### src/rtl/vc16_mem_pkg.sv
// Shared types and nibble-order helpers for the nibble-serial memory port.
package vc16_mem_pkg;

  localparam int unsigned PA          = 22;
  localparam int unsigned RV          = 16;
  localparam int unsigned LINE_LENGTH = 4;
  localparam int unsigned LINE_OFF_W  = $clog2(LINE_LENGTH);
  localparam int unsigned TAG_W       = PA - LINE_OFF_W;
  localparam int unsigned BUF_W       = 32;
  localparam int unsigned PTR_W       = 3;
  localparam int unsigned LEN_W       = 4;

  localparam logic [LEN_W-1:0] NIBBLES_LINE = LEN_W'(LINE_LENGTH * 2);
  localparam logic [LEN_W-1:0] NIBBLES_WORD = LEN_W'(4);
  localparam logic [LEN_W-1:0] NIBBLES_BYTE = LEN_W'(2);

  typedef enum logic [2:0] {IDLE, CMD, RD, WR, REPLAY} state_e;

  typedef struct packed {
    logic [PA-1:0]    addr;
    logic             write;
    logic [LEN_W-1:0] len;
  } mem_cmd_t;

  // Nibble i lives in byte i/2; even nibbles are the high half of that byte.
  function automatic logic [4:0] nib_lsb(input logic [PTR_W-1:0] idx);
    return {idx[2:1], ~idx[0], 2'b00};
  endfunction

  function automatic logic [3:0] nib_get(input logic [BUF_W-1:0] data,
                                         input logic [PTR_W-1:0] idx);
    return data[nib_lsb(idx) +: 4];
  endfunction

  function automatic logic [BUF_W-1:0] nib_put(input logic [BUF_W-1:0] data,
                                               input logic [PTR_W-1:0] idx,
                                               input logic [3:0]       nib);
    logic [BUF_W-1:0] res;
    res = data;
    res[nib_lsb(idx) +: 4] = nib;
    return res;
  endfunction

  function automatic logic [RV-1:0] word_put(input logic [RV-1:0] word,
                                             input logic [1:0]    idx,
                                             input logic [3:0]    nib);
    logic [RV-1:0] res;
    res = word;
    res[4'({idx[1], ~idx[0], 2'b00}) +: 4] = nib;
    return res;
  endfunction

endpackage

### src/rtl/mem_nibble_buf.sv
// 32-bit nibble buffer: sequential capture via write pointer, sequential emit via read pointer.
module mem_nibble_buf
  import vc16_mem_pkg::*;
(
  input  logic             clk,
  input  logic             reset,
  input  logic             load,
  input  logic [BUF_W-1:0] load_data,
  input  logic             wr_en,
  input  logic [3:0]       wr_nib,
  input  logic             rd_adv,
  output logic [RV-1:0]    word,
  output logic [3:0]       rd_nib_c
);

  logic [BUF_W-1:0] data;
  logic [PTR_W-1:0] wr_ptr;
  logic [PTR_W-1:0] rd_ptr;

  // A load starts a new transaction: fresh contents, both pointers rewound.
  always_ff @(posedge clk or negedge reset) begin
    if (!reset) begin
      data   <= '0;
      wr_ptr <= '0;
      rd_ptr <= '0;
    end else if (load) begin
      data   <= load_data;
      wr_ptr <= '0;
      rd_ptr <= '0;
    end else begin
      if (wr_en) begin
        data   <= nib_put(data, wr_ptr, wr_nib);
        wr_ptr <= wr_ptr + PTR_W'(1);
      end
      if (rd_adv) begin
        rd_ptr <= rd_ptr + PTR_W'(1);
      end
    end
  end

  assign word     = data[RV-1:0];
  assign rd_nib_c = nib_get(data, rd_ptr);

endmodule

### src/rtl/icache_mem_arb.sv
// Arbitrates the nibble-serial memory port between icache line refills and data loads/stores;
// refills are buffered and replayed to the icache as one gap-free strobe burst.
module icache_mem_arb
  import vc16_mem_pkg::*;
(
  input  logic             clk,
  input  logic             reset,
  input  logic             ic_pull,
  input  logic [TAG_W-1:0] ic_tag,
  output logic [3:0]       ic_dread,
  output logic             ic_wstrobe_d,
  output logic             ic_fill_busy,
  input  logic             d_req,
  input  logic             d_write,
  input  logic             d_byte,
  input  logic [PA-1:0]    d_addr,
  input  logic [RV-1:0]    d_wdata,
  output logic [RV-1:0]    d_rdata,
  output logic             d_done,
  output logic             mem_cmd_valid,
  input  logic             mem_cmd_ready,
  output logic [PA-1:0]    mem_addr,
  output logic             mem_write,
  output logic [LEN_W-1:0] mem_len,
  input  logic             mem_rvalid,
  input  logic [3:0]       mem_rdata,
  input  logic             mem_wready,
  output logic [3:0]       mem_wdata
);

  state_e           state_q, state_nxt;
  logic             prio_q, prio_nxt;
  logic [LEN_W-1:0] cnt_q, cnt_nxt;
  mem_cmd_t         cmd_q, cmd_nxt;
  logic             is_ic_q, is_ic_nxt;
  logic             cmd_valid_nxt;
  logic [3:0]       ic_dread_nxt;
  logic             ic_wstrobe_nxt;
  logic             fill_busy_nxt;
  logic [RV-1:0]    d_rdata_nxt;
  logic             d_done_nxt;
  logic [3:0]       mem_wdata_nxt;

  logic             buf_load_c, buf_wr_c, buf_rd_adv_c;
  logic [BUF_W-1:0] buf_load_data_c;
  logic [RV-1:0]    buf_word;
  logic [3:0]       buf_nib_c;
  logic [RV-1:0]    rd_word_c;
  logic             d_req_c, grant_ic_c, grant_d_c, last_c;

  mem_nibble_buf u_buf (
    .clk       (clk),
    .reset     (reset),
    .load      (buf_load_c),
    .load_data (buf_load_data_c),
    .wr_en     (buf_wr_c),
    .wr_nib    (mem_rdata),
    .rd_adv    (buf_rd_adv_c),
    .word      (buf_word),
    .rd_nib_c  (buf_nib_c)
  );

  // d_req is still high in the d_done cycle; masking it there avoids re-issuing the same access.
  assign d_req_c    = d_req && !d_done;
  assign grant_ic_c = ic_pull && (!d_req_c || prio_q);
  assign grant_d_c  = d_req_c && !grant_ic_c;
  assign last_c     = (cnt_q == cmd_q.len - LEN_W'(1));
  assign rd_word_c  = word_put(buf_word, cnt_q[1:0], mem_rdata);

  assign mem_addr  = cmd_q.addr;
  assign mem_write = cmd_q.write;
  assign mem_len   = cmd_q.len;

  always_ff @(posedge clk or negedge reset) begin
    if (!reset) begin
      state_q       <= IDLE;
      prio_q        <= 1'b0;
      cnt_q         <= '0;
      cmd_q         <= '0;
      is_ic_q       <= 1'b0;
      mem_cmd_valid <= 1'b0;
      ic_dread      <= '0;
      ic_wstrobe_d  <= 1'b0;
      ic_fill_busy  <= 1'b0;
      d_rdata       <= '0;
      d_done        <= 1'b0;
      mem_wdata     <= '0;
    end else begin
      state_q       <= state_nxt;
      prio_q        <= prio_nxt;
      cnt_q         <= cnt_nxt;
      cmd_q         <= cmd_nxt;
      is_ic_q       <= is_ic_nxt;
      mem_cmd_valid <= cmd_valid_nxt;
      ic_dread      <= ic_dread_nxt;
      ic_wstrobe_d  <= ic_wstrobe_nxt;
      ic_fill_busy  <= fill_busy_nxt;
      d_rdata       <= d_rdata_nxt;
      d_done        <= d_done_nxt;
      mem_wdata     <= mem_wdata_nxt;
    end
  end

  // Next state and next registered outputs; the buffer read pointer runs one nibble ahead of the
  // registered nibble outputs so each emitted nibble is already selected when it is registered.
  always_comb begin
    state_nxt       = state_q;
    prio_nxt        = prio_q;
    cnt_nxt         = cnt_q;
    cmd_nxt         = cmd_q;
    is_ic_nxt       = is_ic_q;
    cmd_valid_nxt   = mem_cmd_valid;
    ic_dread_nxt    = '0;
    ic_wstrobe_nxt  = 1'b0;
    fill_busy_nxt   = ic_fill_busy;
    d_rdata_nxt     = d_rdata;
    d_done_nxt      = 1'b0;
    mem_wdata_nxt   = mem_wdata;
    buf_load_c      = 1'b0;
    buf_load_data_c = '0;
    buf_wr_c        = 1'b0;
    buf_rd_adv_c    = 1'b0;

    case (state_q)
      IDLE: begin
        if (grant_ic_c || grant_d_c) begin
          state_nxt     = CMD;
          cmd_valid_nxt = 1'b1;
          cnt_nxt       = '0;
          buf_load_c    = 1'b1;
          prio_nxt      = grant_d_c;
          is_ic_nxt     = grant_ic_c;
          fill_busy_nxt = grant_ic_c;
          if (grant_ic_c) begin
            cmd_nxt.addr  = {ic_tag, {LINE_OFF_W{1'b0}}};
            cmd_nxt.write = 1'b0;
            cmd_nxt.len   = NIBBLES_LINE;
            mem_wdata_nxt = '0;
          end else begin
            cmd_nxt.addr  = d_addr;
            cmd_nxt.write = d_write;
            cmd_nxt.len   = d_byte ? NIBBLES_BYTE : NIBBLES_WORD;
            mem_wdata_nxt = d_write ? d_wdata[7:4] : 4'h0;
            if (d_write) begin
              buf_load_data_c = d_byte ? BUF_W'(d_wdata[7:0]) : BUF_W'(d_wdata);
            end
          end
        end
      end
      CMD: begin
        if (mem_cmd_ready) begin
          cmd_valid_nxt = 1'b0;
          if (cmd_q.write) begin
            state_nxt    = WR;
            buf_rd_adv_c = 1'b1;
          end else begin
            state_nxt = RD;
          end
        end
      end
      RD: begin
        if (mem_rvalid) begin
          buf_wr_c = 1'b1;
          cnt_nxt  = cnt_q + LEN_W'(1);
          if (last_c) begin
            cnt_nxt = '0;
            if (is_ic_q) begin
              state_nxt      = REPLAY;
              ic_wstrobe_nxt = 1'b1;
              ic_dread_nxt   = buf_nib_c;
              buf_rd_adv_c   = 1'b1;
            end else begin
              state_nxt   = IDLE;
              d_done_nxt  = 1'b1;
              d_rdata_nxt = (cmd_q.len == NIBBLES_BYTE) ? {8'h00, rd_word_c[7:0]} : rd_word_c;
            end
          end
        end
      end
      WR: begin
        if (mem_wready) begin
          cnt_nxt       = cnt_q + LEN_W'(1);
          mem_wdata_nxt = buf_nib_c;
          buf_rd_adv_c  = 1'b1;
          if (last_c) begin
            state_nxt     = IDLE;
            cnt_nxt       = '0;
            d_done_nxt    = 1'b1;
            mem_wdata_nxt = '0;
          end
        end
      end
      REPLAY: begin
        if (cnt_q == NIBBLES_LINE - LEN_W'(1)) begin
          state_nxt     = IDLE;
          cnt_nxt       = '0;
          fill_busy_nxt = 1'b0;
        end else begin
          ic_wstrobe_nxt = 1'b1;
          ic_dread_nxt   = buf_nib_c;
          buf_rd_adv_c   = 1'b1;
          cnt_nxt        = cnt_q + LEN_W'(1);
        end
      end
      default: state_nxt = IDLE;
    endcase
  end

endmodule

### config.mk
export PLATFORM = sky130hd
export DESIGN_NAME = icache_mem_arb
export DESIGN_NICKNAME = d
export VERILOG_FILES = /design/src/rtl/vc16_mem_pkg.sv /design/src/rtl/mem_nibble_buf.sv /design/src/rtl/icache_mem_arb.sv
export SDC_FILE = /design/constraint.sdc
export NUM_CORES = 1
export LEC_CHECK = 0
export ABC_AREA = 1
export CORE_MARGIN = 1
export CORE_UTILIZATION = 51
export DETAILED_ROUTE_END_ITERATION = 8
export PLACE_DENSITY_LB_ADDON = 0.08
export SETUP_SLACK_MARGIN = 0.05
export SKIP_LAST_GASP = 1
export SYNTH_ARGS = -nofsm -noshare
export SYNTH_HDL_FRONTEND = slang
export SYNTH_SLANG_ARGS = --single-unit
### constraint.sdc
create_clock -name clk -period 2.3 [get_ports clk]
set_input_delay 0.23 -clock clk [delete_from_list [all_inputs] [get_ports clk]]
set_output_delay 0.23 -clock clk [all_outputs]
set_load 0.02 [all_outputs]
[Word-level counts from Yosys, hierarchy flattened]
Cells that the tools add are included.
Storage, ports and cells
  register bits after elaboration: 102
  bits of input ports: 71
  output and inout port bits: 55
Cells by class
  add/sub/neg operators: 6
  equal/unequal tests: 14
  shifts and indexed selects: 5
  mux-type cells: 68
  bitwise operators: 4
  reduce and logical (&&, ||, !) cells: 22
Operators with widths (count)
  2-to-1 mux 16 bit: 6
  2-to-1 mux 32 bit: 2
  2-to-1 mux 4 bit: 14
  2-to-1 mux 3 bit: 13
  bitwise mux 32 bit: 1
  variable shift 4 x 7 -> 32 bit, first input constant: 1
  variable part select 32 x 6 -> 4 bit: 1
  variable part select 4 x 7 -> 32 bit: 1
  2-to-1 mux 27 bit: 1
  2-to-1 mux 1 bit: 21
  bitwise mux 16 bit: 1
  case mux 4 bit (2 select lines): 2
  case mux 4 bit (4 select lines): 1
  variable shift 4 x 6 -> 16 bit, first input constant: 1
  variable part select 4 x 6 -> 16 bit: 1
  case mux 3 bit (5 select lines): 1
  inequality test 2 bit, second input constant: 7
  nonzero test 2 bit: 5
  AND reduction 3 bit: 3
  case mux 1 bit (2 select lines): 4
  AND reduction 4 bit: 2
  negation 5 -> 7 bit: 1
  AND reduction 7 bit: 1
  adder 3 x 1 -> 3 bit, second input constant: 2
  17 further kinds: 26

[Depth between registers and ports, before layout]
  depth in word-level cells: 11
  gate-level depth with buffers: 12

[Cells and area by module]
From an unflattened synthesis, not the netlist that was laid out.
Unflattened totals
  cells, all modules: 805
  area total of the unflattened synthesis: 5879.4 µm²
By module, submodules not included
  icache_mem_arb: instances 1, cells each 444, area each 3392.0 µm²
  mem_nibble_buf: instances 1, cells each 361, area each 2487.4 µm²

[Worst setup path before layout]
No wires, ideal clock.
  path kind: register to register
  from: register cmd_q, in the netlist mem_len[1]
  to: register cnt_q[3]
  setup time: 118 ps
  data arrival time: 1665 ps
  data required time: 2182 ps
  path slack: 517 ps
  cell stages (with the launch flop): 12
  period minus slack after synthesis: 1783 ps
  cells stage by stage: dfrtp_1 > inv_1 > ha_1 > inv_1 > nand2_1 > nand2_1 > nor2_1 > nand2_1 > nand2_1 > nand2_1 > a21oi_1 > nor2_1
Between the ends
  word-level cells in the longest chain between the ends: 5
  elaborated cells on any way between the ends: 6
RTL lines
  from (decl): line icache_mem_arb.sv:34  | mem_cmd_t cmd_q, cmd_nxt;
  from (signal assigned): line icache_mem_arb.sv:92  | cmd_q <= cmd_nxt;
  subtractor 4 x 1 -> 4 bit *: line icache_mem_arb.sv:67  | assign last_c = (cnt_q == cmd_q.len - LEN_W'(1));
  equality test 4 bit *: line icache_mem_arb.sv:67
  2-to-1 mux 4 bit *: line icache_mem_arb.sv:165, icache_mem_arb.sv:185
  2-to-1 mux 4 bit (on tied branches): line icache_mem_arb.sv:181, icache_mem_arb.sv:162
  case mux 4 bit (4 select lines) *: line icache_mem_arb.sv:124  | case (state_q)
  to (signal assigned): line icache_mem_arb.sv:91  | cnt_q <= cnt_nxt;
  to (decl): line icache_mem_arb.sv:33  | logic [LEN_W-1:0] cnt_q, cnt_nxt;
Mark *: on every way between the ends. The rest lies on a longest branch, timed or not. The select of a mux whose other input is x is not followed.
A chain may end at the register's enable or synchronous reset.

[Worst setup path after layout]
  from: register cmd_q, in the netlist mem_len[1]
  to: register d_rdata[6]
Between the ends
  word-level cells in the longest chain between the ends: 3
RTL lines
  subtractor 4 x 1 -> 4 bit: line icache_mem_arb.sv:67
  equality test 4 bit: line icache_mem_arb.sv:67
  AND reduction 4 bit (no source line)
  to (signal assigned): line icache_mem_arb.sv:98  | d_rdata <= d_rdata_nxt;
  to (decl): line icache_mem_arb.sv:18  | output logic [RV-1:0] d_rdata,
No other way between the ends.

==> impl_metrics.ini <==
[sta]
fmax_ghz = 0.486
setup_violations = 0
slew_headroom = 0.637
finalHoldViolCount = 0
setup_tns_ns = 0
min_period_over_period = 0.894
finalClockSkew_ns = 0.0127
fin_hold_ws_ns = 0.381
min_period_ns = 2.06
worst_slew_pin_slew_ns = 0.545
slew_violations = 0
rsz0062_at_grt = no
setup_ws_ns = 0.243

[global_routing]
grt_use_total = 0.279
grt_max_degree = 60
grt_pass1_vias = 4859
grt_first_pass_wirelength_um = 24100
grt_overflow_total = 0
antenna_found_initial = 0

[setup_path]
cp-startpoint = mem_len[1]
slowest_stage = dfrtp_1
cp-start-kind = flop
critical_path_class = reg2reg
r2r_setup_slack_ns = 0.24
worstPathCellList = inv_1, ha_1, inv_1, nand2_1, nand2_1, nor2_1, nand4_4, o21ai_1, inv_1
crit_required_ns = 2.55
critical_path.most_common_cell = inv_1
r2r_start = mem_len[1]
r2r_end = d_rdata[6]
end_kind = flop
critPathArrivalTime_ns = 2.31
ff2ff_path_depth = 9
worstSetupEndpoint = d_rdata[6]
crit_fanout = 32
slowest_delay_ns = 0.41

[yosys]
synth.avg_cell_area_sq_um = 7.77
synth_edf_count = 0
synth.most_common_cell = nand2_1
synthTopCellsByCount = 198 x nand2_1, 100 x dfrtp_1, 79 x inv_1
synthArstFlopShare = 1.00
synth_top_cell_area_share = 0.464
ys_ff_latch = 100
synth_top_family_by_area = simple AND/OR/NAND/NOR gates
ys_seq_area_frac = 0.464
syn_inst = 694
synthesis.nets = 777
synth.distinct_cells = 37
synth_compound_area_frac = 0.130
synth.area.top_cells = dfrtp_1 46%, nand2_1 14%, nand3_1 7.0%
post_synth_mux_area_share = 0
synth_top_flop_cell = dfrtp_1
synth_xor_xnor_area_share = 0.00488
synth_top_cell_by_area = dfrtp_1
netlist_area_sq_um = 5390
synthAdderAreaFrac = 0.0279
yosysWarnings = 0
yosys.area_share.simple = 0.284

[clock_network]
cts_inserted_buffers = 9
cts-root-buf = clkbuf_8
clock_latency_ns = 0.36
clock_path_buffers = 2
cts_hold_buf = 1
cts_tree = done
h-tree-depth = 3
cts_setup_buffers = 0
cts.sinks = 100
clk_pin_slew_worst_paths_ns = 0.09
ctsResizeCount = 0

[routing]
wire_per_inst_um = 15.7
routed_wl_um = 14900
first_pass_iters = 5
drt_iter0_drc = 324
vias_per_cell = 5.40
num_vias = 5142
postRouteAntennaNets = 0
drc = 0

[cells_and_area]
finalNetCount = 897
drive_gt1_frac = 0.0490
fillers = 894
n_antenna_cell = 0
syn_to_final_growth_pct = 28.7
ff_latch_area_sq_um = 2500
design_area_sq_um = 6940
multiInputGateArea_sq_um = 2410
fin_util = 0.675

[status]
outcome = finished clean

[pwr]
peakVddDrop_mv = 0.612
comb_power_share = 0.556
power.switching_mw = 4.29
sw_frac_of_total = 0.460
p_leak_nw = 3.30
power_frac_clock = 0.121
p_per_area_nw_per_um2 = 1340
intPower_mw = 5.03
seqPwrFrac = 0.323

[floorplanning]
die_height_um = 105
rows = 37
core_sq_um = 10300
ios = 126
dieWidth_um = 105
initial_core_util = 0.524
die_area_sq_um = 11000

[place]
place_area_sq_um = 6740
post-place-ws_ns = 0.247
gp_congestion = 0.910
dp_hpwl_um = 11600
portBuffers = 124

[run]
maxCapViolCount = 0

[min_path]
hold_class = in2async
[worst min path at each step]
stage	start	end	slack, ns	cells past startpoint
6_report	reset	d_rdata[11]	0.38	2
5_1_grt	d_addr[19]	mem_addr[19]	0.43	3
4_1_cts	reset	d_rdata[11]	0.40	2
3_5_place_dp	reset	d_rdata[11]	0.25	1
3_3_place_gp	reset	d_rdata[11]	0.24	1
2_1_floorplan	reset	cnt_q[0]	-0.07	0
[layout by cell type, fill, tap and decap left out, drive strengths merged, types with 3 or more instances in the layout]
cell type,instances
nand2,202
o21ai,51
o22ai,21
clkdlybuf4s50,123
and2,4
nand3,76
ha,12
a21oi,22
nand4,8
clkbuf,12
a31oi,8
nor2,55
buf,10
o211ai,13
xor2,3
clkinv,4
dfrtp,100
inv,82
[power groups by stage]
stage | clock network (mW) | logic (mW) | registers, mW
after floorplan | 0 | 2.95 | 3.36
after global placement | 0 | 5.01 | 3.00
after detailed placement | 0 | 5.13 | 3.04
after CTS | 1.15 | 5.16 | 3.01
after global routing | 1.20 | 5.69 | 3.10
final | 1.13 | 5.18 | 3.02
[state kept, by name, indices dropped and copies added (netlist names), 3 cells and up]
name	cells
ic_dread	4
u_buf.rd_ptr	3
mem_addr	22
cnt_q	4
state_q	3
u_buf.data	32
mem_wdata	4
mem_len	3
u_buf.wr_ptr	3
d_rdata	16
[final cells by class]
cell class / count / share of cell area
Timing Repair Buffer: 134 / 0.193
Clock buffer: 12 / 0.0224
Inverter: 85 / 0.0464
Sequential cell: 100 / 0.361
Clock inverter: 2 / 0.00505
Multi-Input combinational cell: 484 / 0.348
Tap cell: 136 / 0.0245
[metrics by stage]
stage,power (mW),instances
final,9.33,953
after global routing,10.0,953
after CTS,9.32,953
after detailed placement,8.17,938
after global placement,8.01,938
after floorplan,6.32,694
[worst max-delay path, delay by kind of cell, from the launching register on]
kind | cells | cell delay, ns
flip-flops | 1 | 0.41
AO/OA/AOI/OAI | 1 | 0.27
AND/OR/NAND/NOR | 4 | 0.74
adder cells (fa/ha/maj) | 1 | 0.31
buffers and inverters | 3 | 0.21
[layer usage]
layer  GRT usage  up-vias  wire length, um
met4       0.109        0              325
met2       0.464      177             7300
met5           0        -                0
met3      0.0274       26              836
met1       0.376     2438             6460
li1            -     2501                -
[logic make-up (layout without fill, tap and decap cells)]
logic type,count (synthesis),in the layout
xor gates and xnor gates,3,3
adders and majority gates,12,12
and+or+nand+nor,347,347
other,1,1
buffers and inverters,110,233
AOI/OAI and AO/OA,121,121
DFF,100,100
Power figures use the tool's default switching activity.
